$ cat config.mk
export PLATFORM = sky130hd
export DESIGN_NAME = sid_table_sched
export DESIGN_NICKNAME = d
export VERILOG_FILES = /design/src/rtl/sid_pkg.sv /design/src/rtl/sid_tbl_lat_pipe.sv /design/src/rtl/sid_table_sched.sv
export SDC_FILE = /design/constraint.sdc
export NUM_CORES = 1
export LEC_CHECK = 0
export CAP_MARGIN = 20
export CELL_PAD_IN_SITES_DETAIL_PLACEMENT = 0
export CELL_PAD_IN_SITES_GLOBAL_PLACEMENT = 1
export CORE_MARGIN = 4
export CORE_UTILIZATION = 35
export DETAILED_ROUTE_END_ITERATION = 10
export GPL_TIMING_DRIVEN = 1
export PLACE_DENSITY_LB_ADDON = 0.15
export SLEW_MARGIN = 20
export SYNTH_ARGS = -nofsm -noshare
export SYNTH_HDL_FRONTEND = slang
export SYNTH_SLANG_ARGS = --single-unit
$ cat constraint.sdc
create_clock -name clk -period 7.1 [get_ports clk]
set_input_delay 1.775 -clock clk [delete_from_list [all_inputs] [get_ports clk]]
set_output_delay 1.775 -clock clk [all_outputs]
set_load 0.02 [all_outputs]
$ cat src/rtl/sid_pkg.sv
// sid_pkg: shared types and constants for the SID combined-waveform table
// scheduler (table-output bundle, default table latency, sequencer states).
package sid_pkg;

    // Clock edges from driving the table address to valid table data.
    localparam int unsigned TBL_LAT_DEF = 2;

    // One combined-waveform lookup result.
    typedef struct packed {
        logic [7:0] st;
        logic [7:0] pt;
        logic [7:0] ps;
        logic [7:0] pst;
    } tbl_out_t;

    typedef enum logic [1:0] {
        ST_IDLE  = 2'd0,
        ST_ISSUE = 2'd1,
        ST_DRAIN = 2'd2
    } sched_state_t;

    // Width of a voice index; never zero so a single-voice build still has a bit.
    function automatic int unsigned idx_width(input int unsigned n);
        return (n > 1) ? $clog2(n) : 1;
    endfunction

endpackage

$ cat src/rtl/sid_tbl_lat_pipe.sv
// sid_tbl_lat_pipe: DEPTH-deep valid+index shift register that tracks which
// voice's table address is in flight, so results can be steered on arrival.
module sid_tbl_lat_pipe
    import sid_pkg::*;
#(
    parameter int unsigned DEPTH = TBL_LAT_DEF,
    parameter int unsigned IDX_W = 2
) (
    input  logic             clk,
    input  logic             reset,
    input  logic             push_vld,
    input  logic [IDX_W-1:0] push_idx,
    output logic             out_vld,
    output logic [IDX_W-1:0] out_idx,
    output logic             inner_empty
);

    logic [DEPTH-1:0]            vld;
    logic [DEPTH-1:0][IDX_W-1:0] idx;

    // Advance every stage one position per clock; stage 0 takes the new push.
    always_ff @(posedge clk or posedge reset) begin
        if (reset) begin
            vld <= '0;
            idx <= '0;
        end else begin
            vld[0] <= push_vld;
            idx[0] <= push_vld ? push_idx : '0;
            for (int unsigned i = 1; i < DEPTH; i++) begin
                vld[i] <= vld[i-1];
                idx[i] <= idx[i-1];
            end
        end
    end

    // True when nothing but the output stage holds an entry, i.e. the pipe
    // is empty after this edge if no new push arrives.
    always_comb begin
        inner_empty = 1'b1;
        for (int unsigned i = 0; i + 1 < DEPTH; i++) begin
            if (vld[i]) inner_empty = 1'b0;
        end
    end

    assign out_vld = vld[DEPTH-1];
    assign out_idx = idx[DEPTH-1];

endmodule

$ cat src/rtl/sid_table_sched.sv
// sid_table_sched: time-shares one combined-waveform table between the SID
// voices. Each ce_1m round snapshots requests and indices, issues one lookup
// per requesting voice in ascending order, and steers results back.
// Optional feature: define SID_TBL_SCHED_ZERO_EN to clear the result slices
// of non-requesting voices at each snapshot.
module sid_table_sched
    import sid_pkg::*;
#(
    parameter int unsigned NUM_REQ = 3,
    parameter int unsigned ACC_W   = 12,
    parameter int unsigned TBL_LAT = TBL_LAT_DEF
) (
    input  logic                     clk,
    input  logic                     reset,
    input  logic                     ce_1m,
    input  logic [NUM_REQ-1:0]       req,
    input  logic [NUM_REQ*ACC_W-1:0] acc_ps,
    input  logic [NUM_REQ*ACC_W-1:0] acc_t,
    output logic [ACC_W-1:0]         tbl_acc_ps,
    output logic [ACC_W-1:0]         tbl_acc_t,
    input  logic [7:0]               tbl_st_in,
    input  logic [7:0]               tbl_pt_in,
    input  logic [7:0]               tbl_ps_in,
    input  logic [7:0]               tbl_pst_in,
    output logic [NUM_REQ*8-1:0]     st_out,
    output logic [NUM_REQ*8-1:0]     pt_out,
    output logic [NUM_REQ*8-1:0]     ps_out,
    output logic [NUM_REQ*8-1:0]     pst_out,
    output logic [NUM_REQ-1:0]       out_valid,
    output logic                     busy,
    output logic                     overrun
);

    localparam int unsigned IDX_W = idx_width(NUM_REQ);

    sched_state_t               state;
    logic [NUM_REQ-1:0]         pend_mask;
    logic [NUM_REQ*ACC_W-1:0]   snap_ps;
    logic [NUM_REQ*ACC_W-1:0]   snap_t;
    logic                       restart;

    logic [IDX_W-1:0]           sel_idx;
    logic                       sel_found;
    logic                       last_issue;
    logic                       snap_take;
    logic                       push_vld;

    logic                       pipe_vld;
    logic [IDX_W-1:0]           pipe_idx;
    logic                       pipe_inner_empty;

    tbl_out_t                   tbl_cap;
    tbl_out_t [NUM_REQ-1:0]     res;

    // Lowest pending voice wins the next table slot.
    always_comb begin
        sel_idx   = '0;
        sel_found = 1'b0;
        for (int unsigned i = 0; i < NUM_REQ; i++) begin
            if (pend_mask[i] && !sel_found) begin
                sel_idx   = IDX_W'(i);
                sel_found = 1'b1;
            end
        end
    end

    assign last_issue = (pend_mask & (pend_mask - NUM_REQ'(1))) == '0;
    assign push_vld   = (state == ST_ISSUE);

    // Snapshot edge: a fresh ce_1m in IDLE, or the end of a round with a
    // queued (or simultaneous) ce_1m so the next round starts without a gap.
    always_comb begin
        snap_take = 1'b0;
        case (state)
            ST_IDLE:  snap_take = ce_1m;
            ST_DRAIN: snap_take = pipe_inner_empty && (restart || ce_1m);
            default:  snap_take = 1'b0;
        endcase
    end

    // Round sequencer: snapshot, issue addresses, drain, plus overrun tracking.
    always_ff @(posedge clk or posedge reset) begin
        if (reset) begin
            state      <= ST_IDLE;
            pend_mask  <= '0;
            snap_ps    <= '0;
            snap_t     <= '0;
            tbl_acc_ps <= '0;
            tbl_acc_t  <= '0;
            busy       <= 1'b0;
            overrun    <= 1'b0;
            restart    <= 1'b0;
        end else begin
            if (state != ST_IDLE && ce_1m) begin
                overrun <= 1'b1;
                restart <= 1'b1;
            end
            if (snap_take) begin
                // Clearing restart here overrides the set above, so a ce_1m
                // landing on the final edge is consumed by this very snapshot.
                pend_mask <= req;
                snap_ps   <= acc_ps;
                snap_t    <= acc_t;
                restart   <= 1'b0;
                if (req != '0) begin
                    state <= ST_ISSUE;
                    busy  <= 1'b1;
                end else begin
                    state <= ST_IDLE;
                    busy  <= 1'b0;
                end
            end else begin
                case (state)
                    ST_ISSUE: begin
                        tbl_acc_ps <= snap_ps[sel_idx*ACC_W +: ACC_W];
                        tbl_acc_t  <= snap_t[sel_idx*ACC_W +: ACC_W];
                        pend_mask  <= pend_mask & (pend_mask - NUM_REQ'(1));
                        if (last_issue) state <= ST_DRAIN;
                    end
                    ST_DRAIN: begin
                        if (pipe_inner_empty) begin
                            state <= ST_IDLE;
                            busy  <= 1'b0;
                        end
                    end
                    default: ;
                endcase
            end
        end
    end

    sid_tbl_lat_pipe #(
        .DEPTH (TBL_LAT),
        .IDX_W (IDX_W)
    ) u_lat_pipe (
        .clk         (clk),
        .reset       (reset),
        .push_vld    (push_vld),
        .push_idx    (sel_idx),
        .out_vld     (pipe_vld),
        .out_idx     (pipe_idx),
        .inner_empty (pipe_inner_empty)
    );

    assign tbl_cap = '{st: tbl_st_in, pt: tbl_pt_in, ps: tbl_ps_in, pst: tbl_pst_in};

    // Steer arriving table data into the owning voice's slice and pulse its valid.
    always_ff @(posedge clk or posedge reset) begin
        if (reset) begin
            res       <= '0;
            out_valid <= '0;
        end else begin
            out_valid <= '0;
`ifdef SID_TBL_SCHED_ZERO_EN
            if (snap_take) begin
                for (int unsigned i = 0; i < NUM_REQ; i++) begin
                    if (!req[i]) res[i] <= '0;
                end
            end
`endif
            // A capture on the snapshot edge is newer data than the clear.
            if (pipe_vld) begin
                res[pipe_idx]       <= tbl_cap;
                out_valid[pipe_idx] <= 1'b1;
            end
        end
    end

    // Flatten per-voice results onto the packed output buses.
    always_comb begin
        st_out  = '0;
        pt_out  = '0;
        ps_out  = '0;
        pst_out = '0;
        for (int unsigned i = 0; i < NUM_REQ; i++) begin
            st_out[i*8 +: 8]  = res[i].st;
            pt_out[i*8 +: 8]  = res[i].pt;
            ps_out[i*8 +: 8]  = res[i].ps;
            pst_out[i*8 +: 8] = res[i].pst;
        end
    end

endmodule

# Word-level counts from Yosys, hierarchy flattened
# Index checks and enable logic that the tools add are counted.
[classes] reduce_logical=19 muxes=26 n_shift=2 n_mul=1 bitwise_logic=2 addsub=1 n_eq_ne=5 magnitude_cmp=2
[ops] op="$bwmux W96" count=1
[ops] op="$shiftx A36 B7 Y12" count=2
[ops] op="$demux W32 S2" count=1
[ops] op="$mux W32" count=1
[ops] op="$mux W1" count=12
[ops] op="$mux W2" count=5
[ops] op="$mux W3" count=3
[ops] op="$reduce_bool A2 Y1" count=4
[ops] op="$ne A3 B3 Y1 const B" count=2
[ops] op="$reduce_bool A3 Y1" count=2
[ops] op="$logic_and A1 B1 Y1" count=5
[ops] op="$mul A2 B2 Y4 const B" count=1
[ops] op="$pmux W2 S2" count=1
[ops] op="$reduce_and A2 Y1" count=2
[ops] op="$and A3 B3 Y3" count=1
[ops] op="$logic_not A3 Y1" count=1
[ops] op="$lt A2 B3 Y1 const B" count=1
[ops] op="$reduce_and A3 Y1" count=1
[ops] op="$sub A3 B1 Y3 const B" count=1
[ops] op="$demux W1 S2" count=1
[ops] op="$eq A2 B1 Y1 const B" count=1
[ops] op="$eq A2 B2 Y1 const B" count=1
[ops] op="$ge A2 B1 Y1 const B" count=1
[ops] op="$logic_not A1 Y1" count=2
[ops] op="other kinds (5)" count=5
[word_totals] wordCells=83 register_bits=209

# Logic depth before layout (Yosys ltp)
# Gate-level depths: netlist of run 1.
[depth] ltp_word=9 depth_mapped=6 depth_no_buf=4

# By module
# From an unflattened synthesis of run 1, not the netlist that was laid out.
[hier_totals] cells_unflattened=552 hier_area_um2=8255.4
[modules_own_cells] module="sid_table_sched" cells_per_inst=540 seq_area_each_um2=5079.9 instances=1 area_per_inst_um2=8070.2
[modules_own_cells] module="sid_tbl_lat_pipe" cells_per_inst=12 seq_area_each_um2=150.1 instances=1 area_per_inst_um2=185.2

# Least setup slack after synthesis of run 1
# Ideal clock, no wire load.
[synth_timing] kind="in2reg" from="in ce_1m" to="reg snap_ps[0]" required_ns=6.975 cell_stages=6 path_buffers=3 path_slack_ns=4.360 arrival_ns=2.615 path_cell_list="a21oi_1 -> nor2b_1 -> buf_6 -> buf_12 -> buf_12 -> mux2_4"
[synth_via] elab_chain_cells=3
[synth_rtl] item="start: declaration" line_no="sid_table_sched.sv:15" source="input logic ce_1m,"
[synth_rtl] item="$logic_or A1 B1 Y1" line_no="sid_table_sched.sv:76" source="ST_DRAIN: snap_take = pipe_inner_empty && (restart || ce_1m);"
[synth_rtl] item="$logic_and A1 B1 Y1" line_no="sid_table_sched.sv:76"
[synth_rtl] item="$pmux W1 S2 *" line_no="sid_table_sched.sv:74" source="case (state)"
[synth_rtl] item="end signal: assignment" line_no="sid_table_sched.sv:102" source="snap_ps <= acc_ps;"
[synth_rtl] item="end: declaration" line_no="sid_table_sched.sv:38" source="logic [NUM_REQ*ACC_W-1:0] snap_ps;"
# Every way passes the cells marked *; elsewhere a longest branch is shown, timed or not.
# A chain may end at the register's enable or synchronous reset.

# Worst setup path in the final report of run 1
[layout_timing] from="reg tbl_acc_ps[2]" to="out tbl_acc_ps[2]"
[layout_rtl] item="start: declaration" line_no="sid_table_sched.sv:19" source="output logic [ACC_W-1:0] tbl_acc_ps,"
[layout_rtl] item="start signal: assignment" line_no="sid_table_sched.sv:115" source="tbl_acc_ps <= snap_ps[sel_idx*ACC_W +: ACC_W];"
# No word-level cell between the ends.

==> results.cfg, run 1 <==
[status]
status = completed

[synthesis]
syn_inst = 538
synth.avg_cell_area_sq_um = 15.56
synth_seq_area_share_pct = 62.49
yosys_register_bits = 209
synth-compound-area-share_pct = 7.415
synthAdderAreaFrac_pct = 0
synth_simple_gate_area_share_pct = 2.541
synth_top_family_by_area = multiplexers
ys_warn_count = 0
yosysUniqueCellTypes = 37
syn-num-nets = 648
synth.mux.area_fraction_pct = 24.32
synth_xor_area_share_pct = 0
synth_area_sq_um = 8369

[setup_path]
endpoint_kind = output port
r2r-end = tbl_acc_t[1]
r2r_start = state[1]
startpoint = tbl_acc_ps[2]
worstPathArrival_ns = 1.52
critPathMaxStageDelay_ns = 0.66
critPathTopFamily = buffers and inverters
path_cells = clkdlybuf4s50_1
critPathBufInv = 1
crit_path_end = tbl_acc_ps[2]
required_ns = 5.33
worst_path_max_delay_cell = clkdlybuf4s50_1
cp-start-kind = flop
rr_worst_depth = 6
cp.depth = 1
path_class = reg -> out
crit_fanout = 2
worst-r2r-setup-slack_ns = 5.05

[timing]
period_share_pct = 46.42
tightest_slew_ns = 0.9640
setup_viol = 0
slew-limit-headroom_pct = 35.66
fin_crit_ns = 3.296
hold_viol = 0
tns_ns = 0
report.final.slew_viol_count = 0
rsz0062_at_grt = false
setup_ws_ns = 3.804
whs_ns = 0.3588
fmax_mhz = 303.4
skew_ns = 0.008891

[place]
dp_hpwl_um = 13820
globalplace.congestion = 0.7148
placed_area_sq_um = 10960
portBuffers = 234
preCtsSetupSlack_ns = 3.318

[floorplanning]
dieArea_sq_um = 26450
die_h_um = 162.6
die_width_um = 162.6
pin_count = 235
initial_core_util_pct = 35.66
placeableCoreArea_sq_um = 23470
fp-row-count = 56

[min_path]
hold_class = reg -> reg

[global_route]
grt_pass1_wl_um = 33150
grt_pass1_vias = 5879
track_usage_pct = 15.54
grt_max_degree = 210
antenna_found_initial = 1
grt_remaining_overflow = 0

[route]
drc = 0
wire_per_inst_um = 18.94
postRouteAntennaNets = 0
dr_wl_met3_um = 1632
drt-met1-wl_um = 8950
via_per_inst = 4.822
wl_um = 20970
dr_total_vias = 5338
wl_met2_um = 10040
top_layer = met5
first_pass_iters = 4
first_iter_violations = 157

[final_layout]
num-fill-cells = 2055
final_cell_mix = 234 x clkdlybuf4s50_1, 209 x dfrtp_1, 139 x mux2_2
layout_commonest_cell = clkdlybuf4s50_1
area_growth_syn_to_layout_pct = 41.10
regArea_sq_um = 5230
drive_gt1_share_pct = 29.19
antenna_cells = 0
multi_input_area_sq_um = 2884
nets = 882
final_area_sq_um = 11810

[clock_tree]
clock_sinks = 209
clock_latency_ns = 0.50
cts_hold_buffers = 0
cts_resized = 0
cts_buffers = 24
root_buffer = clkbuf_16
postCtsSetupBuffers = 0
clockBufferDepth = 3
cts_max_level = 1
clkTransAtPathRegs_ns = 0.06
cts_tree = yes

[power]
ir_drop_mv = 0.1986
powerDensity_nw_per_um2 = 518.0
total_power_uw = 6116
p_leak_uw = 0.004904

[run]
drv_cap = 0
-- cell usage after synthesis (all sizes together) --
library cell  count  share of area [%]
clkbuf            8               0.36
o221ai           12                1.3
o2bb2ai           1               0.10
nand2b            3               0.22
buf              27                2.5
nand3b            2               0.18
a22o              2               0.21
nor4b             2               0.21
nor2b             1              0.075
or3               1              0.075
o211ai           11               0.99
and3b             1               0.10
mux2i             2               0.24
nor3              1              0.060
nor3b             1               0.15
o21ai             6               0.40
o21a              1              0.090
o31a              1               0.10
nand2             2              0.090
nor2              3               0.13
a21oi            27                1.7
or3b             11                1.2
and2b             1              0.090
o31ai             1              0.090
mux2            169                 24
dfrtp           209                 62
inv               8               0.36
a2bb2oi          23                2.4
a221oi            1               0.10
-- metal layers --
metal  global-route usage [%]  vias to the layer above
li1                         -                     2430
met1                    20.36                     2705
met2                    25.98                      173
met3                    4.303                       28
met4                    3.469                        2
met5                        0                        -
-- worst min path at each step --
stage	startpoint	end	slack [ns]	depth (start not counted)
2_1_floorplan	u_lat_pipe.idx[0]	u_lat_pipe.out_idx[0]	0.33	0
3_3_place_gp	u_lat_pipe.idx[1]	u_lat_pipe.out_idx[1]	0.33	0
3_5_place_dp	u_lat_pipe.idx[0]	u_lat_pipe.out_idx[0]	0.35	0
4_1_cts	u_lat_pipe.idx[0]	u_lat_pipe.out_idx[0]	0.36	0
5_1_grt	u_lat_pipe.idx[0]	u_lat_pipe.out_idx[0]	0.37	0
6_report	u_lat_pipe.idx[0]	u_lat_pipe.out_idx[0]	0.36	0
-- final cells by class --
class	count	area share (%)
Timing Repair Buffer	243	20.68
Multi-Input combinational cell	286	24.42
Tap cell	319	3.380
Sequential cell	209	44.29
Inverter	8	0.2861
Clock buffer	38	6.135
Clock inverter	4	0.8053
-- power breakdown --
part           switching, uW  internal (uW)  leakage (uW)
combinational           1200           1470       0.00205
clock                    464            803      0.000400
sequential               381           1800       0.00246
total                   2040           4070       0.00490
-- state kept, by name, summed over array words and instances, names as in the netlist --
name	count
state	2
ps_out	24
tbl_acc_ps	12
restart	1
out_valid	3
st_out	24
snap_ps	36
tbl_acc_t	12
pt_out	24
u_lat_pipe.out_idx	2
u_lat_pipe.idx	2
overrun	1
pst_out	24
snap_t	36
busy	1
pend_mask	3
u_lat_pipe.vld	2
-- stage by stage --
step	util [%]	instances
finish	50.31	1107
global route	50.31	1107
CTS	50.19	1106
detailed placement	46.70	1064
global placement	46.70	1064
floorplan	-	538
-- cell families (layout without fill, tap and decap cells) --
kind of cell,after synthesis,in the layout
flops,209,209
buf+inv,43,293
simple gates,29,29
mux,171,171
compound gates,86,86
(Power assumes the default switching activity.)
==> run 2: changes to the inputs <==
clock period = 2.6 ns   (was 7.1 ns; I/O delays follow)
==> run 2 against run 1 <==
Against the previous run:
- first-iteration DRC count grew 8.9%
- sequential power grew to 2.7 times the previous value
- setup slack lost 3.4 ns
- cell area grew 0.43%
- combinational power grew to 2.8 times the previous value
- via count grew 0.94%
- final cell count grew 0.63%
- highest routed layer unchanged
==> results.cfg, run 2 (synthesis gave the netlist of run 1 again) <==
[setup_path]
startpoint = tbl_acc_ps[3]
critPathMaxStageDelay_ns = 0.68
endpoint_kind = output port
r2r_start = state[1]
worstPathArrival_ns = 1.52
worst-r2r-setup-slack_ns = 0.85
required_ns = 1.95
rr_worst_depth = 5
crit_fanout = 2
r2r-end = tbl_acc_ps[6]
path_cells = clkdlybuf4s50_1
worst_path_max_delay_cell = clkdlybuf4s50_1
critPathBufInv = 1
critPathTopFamily = buffers and inverters
path_class = reg -> out
cp-start-kind = flop

[global_route]
grt_pass1_vias = 5878
met2_usage_pct = 26.60
grt_pass1_wl_um = 33070
met3_usage_pct = 4.227
antenna_found_initial = 1
grt_max_degree = 55
busiest_layer = met2
grtUsageMet1_pct = 20.09
grt_remaining_overflow = 0
track_usage_pct = 15.62

[run]
drv_cap = 0

[min_path]
hold_end = u_lat_pipe.out_idx[0]
hold_class = reg -> reg
min_path_cells = 0
min-delay-start = u_lat_pipe.idx[0]

[timing]
setup_viol = 0
skew_ns = 0.006225
period_share_pct = 83.55
fmax_mhz = 460.4
fin_crit_ns = 2.172
tightest_slew_ns = 0.6826
rsz0062_at_grt = false
report.final.slew_viol_count = 0
hold_viol = 0
slew-limit-headroom_pct = 54.44

[route]
drc = 0
postRouteAntennaNets = 0
first_pass_iters = 4
wl_um = 21210
dr_total_vias = 5388
via_per_inst = 4.837
first_iter_violations = 171
wire_per_inst_um = 19.04

[power]
p_leak_uw = 0.004941
powerDensity_nw_per_um2 = 1389
ir_drop_mv = 0.4890

[clock_tree]
cts_buffers = 23
cts_resized = 0
clock_sinks = 209
root_buffer = clkbuf_16
clkTransAtPathRegs_ns = 0.06
cts_tree = yes
cts_max_level = 1
clock_latency_ns = 0.50
postCtsSetupBuffers = 0
clockBufferDepth = 3
cts_hold_buffers = 0

[final_layout]
num-fill-cells = 2005
drive_gt1_share_pct = 30.19
final_cell_mix = 234 x clkdlybuf4s50_1, 209 x dfrtp_1, 139 x mux2_2
regArea_sq_um = 5230
layout_commonest_cell = clkdlybuf4s50_1
multi_input_area_sq_um = 2883
nets = 891
area_growth_syn_to_layout_pct = 41.71
final_area_sq_um = 11860
top_regs = snap_ps x36, snap_t x36
stdcell_count = 1114
antenna_cells = 0

[place]
placed_area_sq_um = 11130
portBuffers = 234
dp_hpwl_um = 14700
globalplace.congestion = 0.7442
dp.cells = 1075

[floorplanning]
initial_core_util_pct = 35.66
placeableCoreArea_sq_um = 23470
pin_count = 235
die_width_um = 162.6
fp-row-count = 56
dieArea_sq_um = 26450
die_h_um = 162.6

[status]
status = completed
## run 2: cell count changes in the layout (fill, tap and decap cells not counted)
cell / delta
buf_12: +7
clkbuf_1: -4
clkbuf_8: +4
clkbuf_16: -2
and3b_1: +1
buf_4: +4
clkinv_2: +2
bufinv_16: -3
buf_16: -1
and3b_2: -1
## run 2: worst max path at each step
| stage | to | depth (start not counted) | slack (ns) |
|---|---|---|---|
| 2_1_floorplan | busy | 1 | -0.76 |
| 3_3_place_gp | snap_ps[8] | 5 | 0.31 |
| 3_5_place_dp | snap_ps[29] | 5 | 0.27 |
| 4_1_cts | tbl_acc_ps[11] | 1 | 0.40 |
| 5_1_grt | tbl_acc_ps[3] | 1 | 0.34 |
| 6_report | tbl_acc_ps[3] | 1 | 0.43 |
## run 2: routing by layer
metal / part of all wire (%) / wire (um) / vias up
met5: 0.061 / 13 / -
met1: 42 / 8871 / 2734
li1: - / - / 2445
met4: 2.0 / 431 / 2
met2: 48 / 10260 / 180
met3: 7.7 / 1629 / 27
## run 2: metrics by stage
step	utilization, %	hold slack, ns	worst slack, ns	power [uW]	TNS (ns)
4_1_cts	50.53	0.3538	0.3951	16720	0
2_1_floorplan	-	0.3312	-0.7642	10420	-159.72
3_5_place_dp	47.42	0.3386	0.2717	13530	0
3_3_place_gp	47.42	0.3371	0.3117	13300	0
5_1_grt	50.53	0.3616	0.3423	17400	0
6_report	50.53	0.3495	0.4278	16470	0
## run 2: cell type report
| type | instances | area share, % |
|---|---|---|
| clock buffer | 36 | 6.024 |
| multi-input combinational | 286 | 24.31 |
| tap | 319 | 3.365 |
| sequential | 209 | 44.10 |
| inverter | 8 | 0.2848 |
| timing repair buffer | 253 | 21.80 |
| clock inverter | 3 | 0.1266 |
## run 2: report_power, final
part	internal, uW	switching (uW)	leakage, uW
clock network	1870	1240	0.000365
registers	4930	982	0.00246
logic	4080	3370	0.00212
total	10900	5590	0.00494
==> run 3: changes to the inputs <==
clock period = 1.79 ns   (was 2.6 ns; I/O delays follow)
==> run 3 against run 2 <==
Against the previous run:
- via count is 1.3% higher
- highest routed layer unchanged
- largest cell class unchanged
- cell area increased by 1.0%
- clock-buffer cell count up 5
- hold slack worse by 0.016 ns
- largest power group unchanged
- sequential cell count unchanged
==> results.cfg, run 3 (synthesis gave the netlist of run 1 again) <==
[status]
status = completed

[timing]
period_share_pct = 95.17
slew-limit-headroom_pct = 61.78
skew_ns = 0.007184
rsz0062_at_grt = false
report.final.slew_viol_count = 0
setup_viol = 0
hold_viol = 0
fin_crit_ns = 1.704
tns_ns = 0
fmax_mhz = 587.0
whs_ns = 0.3336
tightest_slew_ns = 0.5733

[floorplanning]
die_width_um = 162.6
initial_core_util_pct = 35.66
dieArea_sq_um = 26450
pin_count = 235
fp-row-count = 56
placeableCoreArea_sq_um = 23470
die_h_um = 162.6

[final_layout]
drive_gt1_share_pct = 31.60
top_regs = snap_ps x36, snap_t x36
layout_commonest_cell = dfrtp_1
fin_util_pct = 51.06
area_growth_syn_to_layout_pct = 43.19
antenna_cells = 0
final_area_sq_um = 11980
nets = 902
final_cell_mix = 209 x dfrtp_1, 139 x mux2_2, 125 x dlygate4sd2_1

[setup_path]
worst_path_max_delay_cell = dlygate4sd2_1
rr_worst_depth = 4
crit_fanout = 2
r2r-end = snap_ps[21]
path_cells = dlygate4sd2_1
worst-r2r-setup-slack_ns = 0.16
path_class = reg -> out
critPathBufInv = 1
worstPathArrival_ns = 1.26
critPathMaxStageDelay_ns = 0.39
endpoint_kind = output port
cp-start-kind = flop
required_ns = 1.34
critPathTopFamily = buffers and inverters
r2r_start = state[1]

[clock_tree]
cts_tree = yes
clock_latency_ns = 0.51
clkTransAtPathRegs_ns = 0.06
clockBufferDepth = 3
cts_max_level = 1
root_buffer = clkbuf_16
cts_buffers = 24
clock_sinks = 209

[route]
wire_per_inst_um = 19.04
wl_um = 21490
first_iter_violations = 118
drc = 0
via_per_inst = 4.833
dr_total_vias = 5456
first_pass_iters = 4
postRouteAntennaNets = 0

[global_route]
antenna_found_initial = 1
track_usage_pct = 16.04
grt_pass1_wl_um = 34120
grt_pass1_vias = 6117
grt_max_degree = 35
grt_remaining_overflow = 0

[run]
drv_cap = 0

[place]
dp_hpwl_um = 15170
globalplace.congestion = 0.7437
portBuffers = 234
placed_area_sq_um = 11310

[power]
powerDensity_nw_per_um2 = 1967
ir_drop_mv = 0.7985
p_leak_uw = 0.005258
total_power_uw = 23570

[min_path]
hold_class = in -> async
[run 3: final cells by class]
type                            count  area, sq um
Timing Repair Buffer              263         2604
Sequential cell                   209         5230
Fill cell                        2064        11490
Multi-Input combinational cell    286         2883
Tap cell                          319        399.1
Clock buffer                       41        815.8
Clock inverter                      3        18.77
Inverter                            8        33.78
[run 3: repair_timing]
action	in CTS	in global routing
hold buffers	0	0
setup endpoints to repair	125	0
resized for setup	125	0
buffers inserted	0	0
[run 3: per-stage QoR]
step,std cells,setup slack (ns)
2_1_floorplan,538,-1.372
3_3_place_gp,1085,-0.2860
3_5_place_dp,1085,-0.2999
4_1_cts,1129,0.05182
5_1_grt,1129,0.02046
6_report,1129,0.08648
[run 3: report_power, final]
group / internal [uW] / leakage (uW) / switching [uW]
Combinational: 5170 / 0.00238 / 4990
Sequential: 7160 / 0.00246 / 1300
Clock: 3080 / 0.000417 / 1880
Total: 15400 / 0.00526 / 8170
[run 3: worst max-delay path by stage]
stage / end / from / cells after the start / slack (ns)
3_3_place_gp: snap_ps[7] / ce_1m / 5 / -0.29
2_1_floorplan: busy / reset / 1 / -1.37
4_1_cts: tbl_acc_ps[2] / tbl_acc_ps[2] / 1 / 0.05
6_report: tbl_acc_ps[2] / tbl_acc_ps[2] / 1 / 0.09
3_5_place_dp: snap_t[1] / ce_1m / 5 / -0.30
5_1_grt: tbl_acc_ps[2] / tbl_acc_ps[2] / 1 / 0.02
[run 3: routing by layer]
metal | up-vias | GRT usage (%) | part of all wire (%)
met4 | 2 | 3.889 | 1.9
met3 | 27 | 4.227 | 7.1
met5 | - | 0 | 0.060
met2 | 181 | 27.38 | 49
met1 | 2757 | 20.53 | 42
li1 | 2489 | - | -
